File: src/rtl/pipe_hazard_ctrl.sv
// pipe_hazard_ctrl: stall/flush/forward sequencing for the 3-stage RV32I pipeline,
// with memory-wait timeout and a saturating stall-cycle counter.
module pipe_hazard_ctrl #(
    parameter int FLUSH_CYCLES = 1,
    parameter int MEM_TIMEOUT  = 16,
    parameter int CNT_W        = 16
) (
    input  logic             clk,
    input  logic             rst,
    input  logic [4:0]       id_rs1,
    input  logic [4:0]       id_rs2,
    input  logic             id_use_rs1,
    input  logic             id_use_rs2,
    input  logic [4:0]       ex_rd,
    input  logic             ex_reg_write,
    input  logic             ex_load,
    input  logic             ex_store,
    input  logic             ex_redirect,
    input  logic             mem_ready,
    output logic             pc_en,
    output logic             if_id_en,
    output logic             if_id_flush,
    output logic             id_ex_bubble,
    output logic             ex_hold,
    output logic             fwd_a,
    output logic             fwd_b,
    output logic             mem_err,
    output logic [CNT_W-1:0] stall_cnt
);
    localparam int WW = $clog2(MEM_TIMEOUT + 1);
    localparam int FW = $clog2(FLUSH_CYCLES + 1);

    typedef enum logic [1:0] {RUN, MEM_WAIT, FLUSH} state_t;

    state_t        state, state_nx;
    logic [WW-1:0] wait_cnt, wait_nx;
    logic [FW-1:0] flush_cnt, flush_nx;
    logic          err_nx, mem_op, hit1, hit2, lu, timeout, mem_stall;

    assign mem_op    = ex_load | ex_store;
    assign hit1      = id_use_rs1 & (id_rs1 == ex_rd) & (ex_rd != 5'd0);
    assign hit2      = id_use_rs2 & (id_rs2 == ex_rd) & (ex_rd != 5'd0);
    assign lu        = ex_load & ex_reg_write & (hit1 | hit2);
    assign fwd_a     = !rst & ex_reg_write & !ex_load & hit1;
    assign fwd_b     = !rst & ex_reg_write & !ex_load & hit2;
    assign timeout   = (state == MEM_WAIT) & !mem_ready & (wait_cnt == WW'(MEM_TIMEOUT - 1));
    // Once waiting, the wait continues on !mem_ready alone until release or timeout.
    assign mem_stall = !mem_ready & !timeout & ((state == MEM_WAIT) | mem_op);

    always_comb begin
        pc_en        = 1'b1;
        if_id_en     = 1'b1;
        if_id_flush  = 1'b0;
        id_ex_bubble = 1'b0;
        ex_hold      = 1'b0;
        state_nx     = state;
        wait_nx      = wait_cnt;
        flush_nx     = flush_cnt;
        err_nx       = 1'b0;
        if (state == FLUSH) begin
            if_id_flush  = 1'b1;
            id_ex_bubble = 1'b1;
            flush_nx     = ex_redirect ? FW'(1) : flush_cnt + 1'b1;
            state_nx     = (!ex_redirect && flush_cnt == FW'(FLUSH_CYCLES - 1)) ? RUN : FLUSH;
        end else if (mem_stall) begin
            pc_en    = 1'b0;
            if_id_en = 1'b0;
            ex_hold  = 1'b1;
            state_nx = MEM_WAIT;
            wait_nx  = (state == MEM_WAIT) ? wait_cnt + 1'b1 : WW'(1);
        end else begin
            state_nx = RUN;
            err_nx   = timeout;
            if (ex_redirect) begin
                if_id_en     = 1'b0;
                if_id_flush  = 1'b1;
                id_ex_bubble = 1'b1;
                if (FLUSH_CYCLES > 1 && !timeout) begin
                    state_nx = FLUSH;
                    flush_nx = FW'(1);
                end
            end else if (lu) begin
                pc_en        = 1'b0;
                if_id_en     = 1'b0;
                id_ex_bubble = 1'b1;
            end
        end
        if (rst) begin
            pc_en        = 1'b0;
            if_id_en     = 1'b0;
            if_id_flush  = 1'b1;
            id_ex_bubble = 1'b1;
            ex_hold      = 1'b0;
        end
    end

    always_ff @(posedge clk) begin
        if (rst) begin
            state     <= RUN;
            wait_cnt  <= '0;
            flush_cnt <= '0;
            mem_err   <= 1'b0;
            stall_cnt <= '0;
        end else begin
            state     <= state_nx;
            wait_cnt  <= wait_nx;
            flush_cnt <= flush_nx;
            mem_err   <= err_nx;
            if (!pc_en && stall_cnt != '1)
                stall_cnt <= stall_cnt + 1'b1;
        end
    end
endmodule

File: config.mk
export PLATFORM = sky130hd
export DESIGN_NAME = pipe_hazard_ctrl
export DESIGN_NICKNAME = d
export VERILOG_FILES = /design/src/rtl/pipe_hazard_ctrl.sv
export SDC_FILE = /design/constraint.sdc
export NUM_CORES = 1
export LEC_CHECK = 0
export BUFFER_PORTS_ARGS = -buffer_cell sky130_fd_sc_hd__buf_2
export CORE_MARGIN = 3
export CORE_UTILIZATION = 45
export CTS_BUF_LIST = sky130_fd_sc_hd__clkbuf_2
export DETAILED_ROUTE_END_ITERATION = 8
export GPL_ROUTABILITY_DRIVEN = 0
export PLACE_DENSITY = 0.72
export SLEW_MARGIN = 20
export SYNTH_ARGS = -nofsm -noshare
export SYNTH_HDL_FRONTEND = slang
export SYNTH_SLANG_ARGS = --single-unit
File: constraint.sdc
create_clock -name clk -period 3.1 [get_ports clk]
set_input_delay 0.31 -clock clk [delete_from_list [all_inputs] [get_ports clk]]
set_output_delay 0.31 -clock clk [all_outputs]
set_load 0.01 [all_outputs]
* Word level (Yosys, flattened, before mapping) *
Cells that the tools add are included.

word-level totals
  word-level logic and storage cells = 70
  bits in registers = 25
  output and inout bits = 24

cells by class
  equal/unequal tests = 6
  reduce and logical (&&, ||, !) cells = 11
  mux-type cells = 26
  add/sub/neg operators = 3
  bitwise logic cells = 19

operators by type and width
  cell                     number
  $mux W1                  23
  $add A16 B1 Y16 const B  1
  $ne A16 B16 Y1 const B   1
  $and A1 B1 Y1            14
  $eq A5 B5 Y1             2
  $logic_not A1 Y1         6
  $add A5 B1 Y5 const B    1
  $eq A5 B4 Y1 const B     1
  $mux W5                  1
  $reduce_bool A5 Y1       1
  $mux W2                  2
  $or A1 B1 Y1             3
  $reduce_or A3 Y1         1
  $eq A2 B1 Y1 const B     1
  $eq A2 B2 Y1 const B     1
  $logic_and A1 B1 Y1      2
  $not A1 Y1               2
  $reduce_and A2 Y1        1
  $add A1 B1 Y1 const B    1

* Logic depth before layout (Yosys ltp) *
  depth after elaboration = 12
  mapped depth = 10
  depth with buffers taken out = 10

* Worst setup path before layout *
Ideal clock, no wire load.

  path kind = flip-flop to flip-flop
  start = reg wait_cnt[0]
  end = reg stall_cnt[14]
  arrival = 2.190 ns
  required time = 2.977 ns
  buffers on the path = 0
  setup slack = 0.786 ns
  cell stages (with the launch flop) = 11
  setup time = 0.123 ns
  clock period less this slack = 2.314 ns
  cells stage by stage = dfxtp_1 ha_1 and3_1 ha_1 and3b_1 a211o_1 nand2b_2 nand4_1 a21oi_1 nand2_1 mux2_1

between the ends
  cells in the longest elaborated chain, start to end = 10

ends and longest elaborated chain
  item                         line  RTL
  start: declaration           36    logic [WW-1:0] wait_cnt, wait_nx;
  start signal: assignment     106   wait_cnt <= wait_nx;
  $eq A5 B4 Y1                 46    assign timeout = (state == MEM_WAIT) & !mem_ready & (wait_cnt == WW'(MEM_TIMEOUT - 1));
  $and A1 B1 Y1                46
  $logic_not A1 Y1             48    assign mem_stall = !mem_ready & !timeout & ((state == MEM_WAIT) | mem_op);
  $and A1 B1 Y1 (2 in series)  48
  $mux W1                      65    end else if (mem_stall) begin
  $mux W1                      60    if (state == FLUSH) begin
  $mux W1                      88    if (rst) begin
  $logic_not A1 Y1             109   if (!pc_en && stall_cnt != '1)
  $logic_and A1 B1 Y1          109
  end signal: assignment       110   stall_cnt <= stall_cnt + 1'b1;
  end: declaration             28    output logic [CNT_W-1:0] stall_cnt

No other way between the ends.
A chain may end at the register's enable or synchronous reset.

* Worst setup path after layout *
  start = reg wait_cnt[0]
  end = out id_ex_bubble

between the ends
  cells in the longest elaborated chain, start to end = 8

ends and longest elaborated chain
  item                         line  RTL
  $eq A5 B4 Y1                 46
  $and A1 B1 Y1                46
  $logic_not A1 Y1             48
  $and A1 B1 Y1 (2 in series)  48
  $mux W1                      65
  $mux W1                      60
  $mux W1                      88
  end: declaration             23    output logic id_ex_bubble,

No other way between the ends.

==> summary.txt <==
Placement
  – Place WS: 561 ps
  – I/O Buffers: 47
  – Post-DP HPWL: 2550 µm

Clock tree
  – Clock Tree Root: clkbuf_2
  – Post-CTS Setup Bufs: 0
  – Clk_lat worst skew: 340 ps
  – TritonCTS clock tree: built
  – Clock Pin Slew Worst Setup and Hold Paths: 220 ps
  – Max clock buf depth: 2
  – Post-cts sizing count: 0
  – Clk sinks: 25
  – Post-CTS Hold Buffers: 0
  – TritonCTS Buffers: 3
  – H-tree lvl count: 1

GRT
  – Initial antenna violation count: 0
  – GRT Util Overall: 17.9%
  – GRT met1 Usage: 21.8%
  – Global-route wire length before repair: 5950 µm
  – GR Layer Usage met3: 4.63%
  – Busiest grt layer: met2
  – Total grt overflow: 0
  – Largest net degree at the start of global routing: 35
  – Vias in the first global route: 1392
  – M2 GR Usage: 31.5%

Synth
  – Synth unique cells: 39
  – Top cells by count, synth: nor2_1, dfxtp_1, xnor2_1
  – Top cell type's share of synthesized area: 33.9%
  – Compound-cell area share of the yosys netlist: 16.3%
  – Synth Cell Area: 1480 µm²
  – Syn avg cell area: 8.53 µm²
  – Post-synth EDFFs: 0
  – Post-synthesis simple-gate area fraction: 30.7%
  – Post-Synth XOR/XNOR Area: 13.6%
  – Mapped Nets: 200
  – Ys async rst share: 0%
  – Post-synth top flop: dfxtp_1
  – Post-synthesis mux area share: 1.44%
  – Number of warnings issued by yosys: 0
  – Syn Inst Count: 173
  – Top cells by area, synth: dfxtp_1, xnor2_1, nor2_1
  – Area leader, netlist: dfxtp_1
  – Synth Area in Adders: 2.54%
  – Sequential share of the synthesized area: 33.9%
  – Yosys reg bits: 25
  – Largest family of logic cells by synthesized area: simple AND/OR/NAND/NOR gates
  – Most numerous cell in the Yosys netlist: nor2_1

Detailed routing
  – Wire length per cell: 12.1 µm
  – DR vias: 1356
  – Iteration-0 DRC Markers: 41
  – Routed Antenna Nets: 0
  – Drt pass-1 iters: 4
  – Vias per Instance: 5.12
  – DRC violations left: 0
  – Final WL: 3210 µm

Pwr
  – Maximum VDD drop: 153 µV
  – PD cells: 309 nW/µm²
  – Power, Total: 0.000550 W
  – Leak Pwr: 0.708 nW

Timing
  – Worst Tran Pin Value: 386 ps
  – Final Skew: 13.0 ps
  – Setup TNS: 0 ps
  – Hold WS: 160 ps
  – Slew margin rel.: 74.1%
  – Final setup viols: 0
  – Tcrit/Tclk final: 91.7%
  – Minimum clock period after layout: 2840 ps
  – Final hold vios: 0
  – Fmax achieved: 352 MHz
  – Max-slew violations: 0
  – RSZ-0062 raised after global routing: false
  – Final WS setup: 257 ps

Cells and area
  – Sequential cell area: 500 µm²
  – Antenna diodes: 0
  – Fill count: 318
  – Area occupied by multi-input gates: 953 µm²
  – Layout cells sized above 1: 27.6%
  – Area Growth Syn to Fin: 20.5%
  – Nets@finish: 249

Floorplanning
  – I/O pins: 48
  – Core ar.: 3100 µm²
  – Initial core utilization: 47.6%
  – FP Rows: 20
  – Die area: 4000 µm²
  – Die Span Y: 63.3 µm
  – Die Span X: 63.3 µm

Run status
  – Status: completed

Run
  – Total of max-cap violations: 0

Critical path
  – Reg2reg setup slack: 560 ps
  – CP Capture Type: output pin
  – Crit path DAT: 2530 ps
  – CP Max Fanout: 8
  – Req. time, crit path: 2790 ps
  – Startpoint types: register
  – WS Path Type: reg2out

Min path
  – Worst min path class: in2reg
==> power by group <==
part / leakage [nW] / switching (W) / internal (W)
registers: 0.202 / 0.00000639 / 0.000329
logic: 0.489 / 0.0000496 / 0.0000397
clock network: 0.0164 / 0.0000962 / 0.0000292
total: 0.708 / 0.000152 / 0.000398
==> critical path: stages, from the launching register on <==
cell,delay [ps]
dfxtp_1,380
ha_1,210
and3_1,180
ha_1,210
and3b_1,190
a211o_1,330
nand2b_1,280
o21ai_0,210
nand2b_1,70
buf_2,130
==> per-stage QoR <==
| step | instances | util, % | area (µm²) |
|---|---|---|---|
| final | 265 | 57.3 | 1780 |
| after global routing | 265 | 57.3 | 1780 |
| after CTS | 265 | 57.3 | 1780 |
| after detailed placement | 261 | 56.7 | 1760 |
| after global placement | 261 | 56.7 | 1760 |
| after floorplan | 173 | - | 1480 |
==> registers in the layout, summed over array words and instances, names as in the netlist <==
register	cells
wait_cnt	5
state	2
stall_cnt	16
flush_cnt	1
mem_err	1
==> final timing paths <==
path	from	endpoint	depth (start not counted)
max	wait_cnt[0]	id_ex_bubble	9
min	mem_ready	mem_err	2
max reg2reg	wait_cnt[0]	stall_cnt[14]	10
min reg2reg	flush_cnt	flush_cnt	1
==> cells by family after synthesis <==
kind of cell,Yosys count
xor+xnor,23
buf+inv,6
simple gates,82
fa+ha+maj,3
mux,2
compound gates,32
flops,25
==> layout make-up <==
cell class                 count  share of cell area [%]
multi-input combinational    142                    53.6
sequential                    25                    28.1
timing repair buffer          48                    13.6
tap                           44                    3.09
clock buffer                   3                   0.844
inverter                       2                   0.422
clock inverter                 1                   0.281
==> routing by layer <==
metal  wire length, µm  part of all wire, %
met2              1570                   49
met5                 0                    0
met1              1480                   46
met4                19                 0.59
met3               141                  4.4
==> layout by cell type (no fill, tap or decap), types with 2 or more instances in the layout <==
master    Yosys  layout
nor2_1       32      32
ha_1          3       3
nor2b_1       3       3
nand2b_1      6       6
nor4_4        2       2
nor3_1        4       4
inv_1         2       2
nand4_1       6       6
a21oi_1      14      14
and3_1        5       5
buf_2         0      47
dfxtp_1      25      25
clkbuf_2      0       3
a21boi_1      2       2
a211o_1       2       2
nand2_1      11      11
nand3_1       4       4
nor4bb_1      2       2
a211oi_1      4       4
xor2_1        4       4
xnor2_1      19      19
Note: power is estimated with default switching activity, not from simulation.
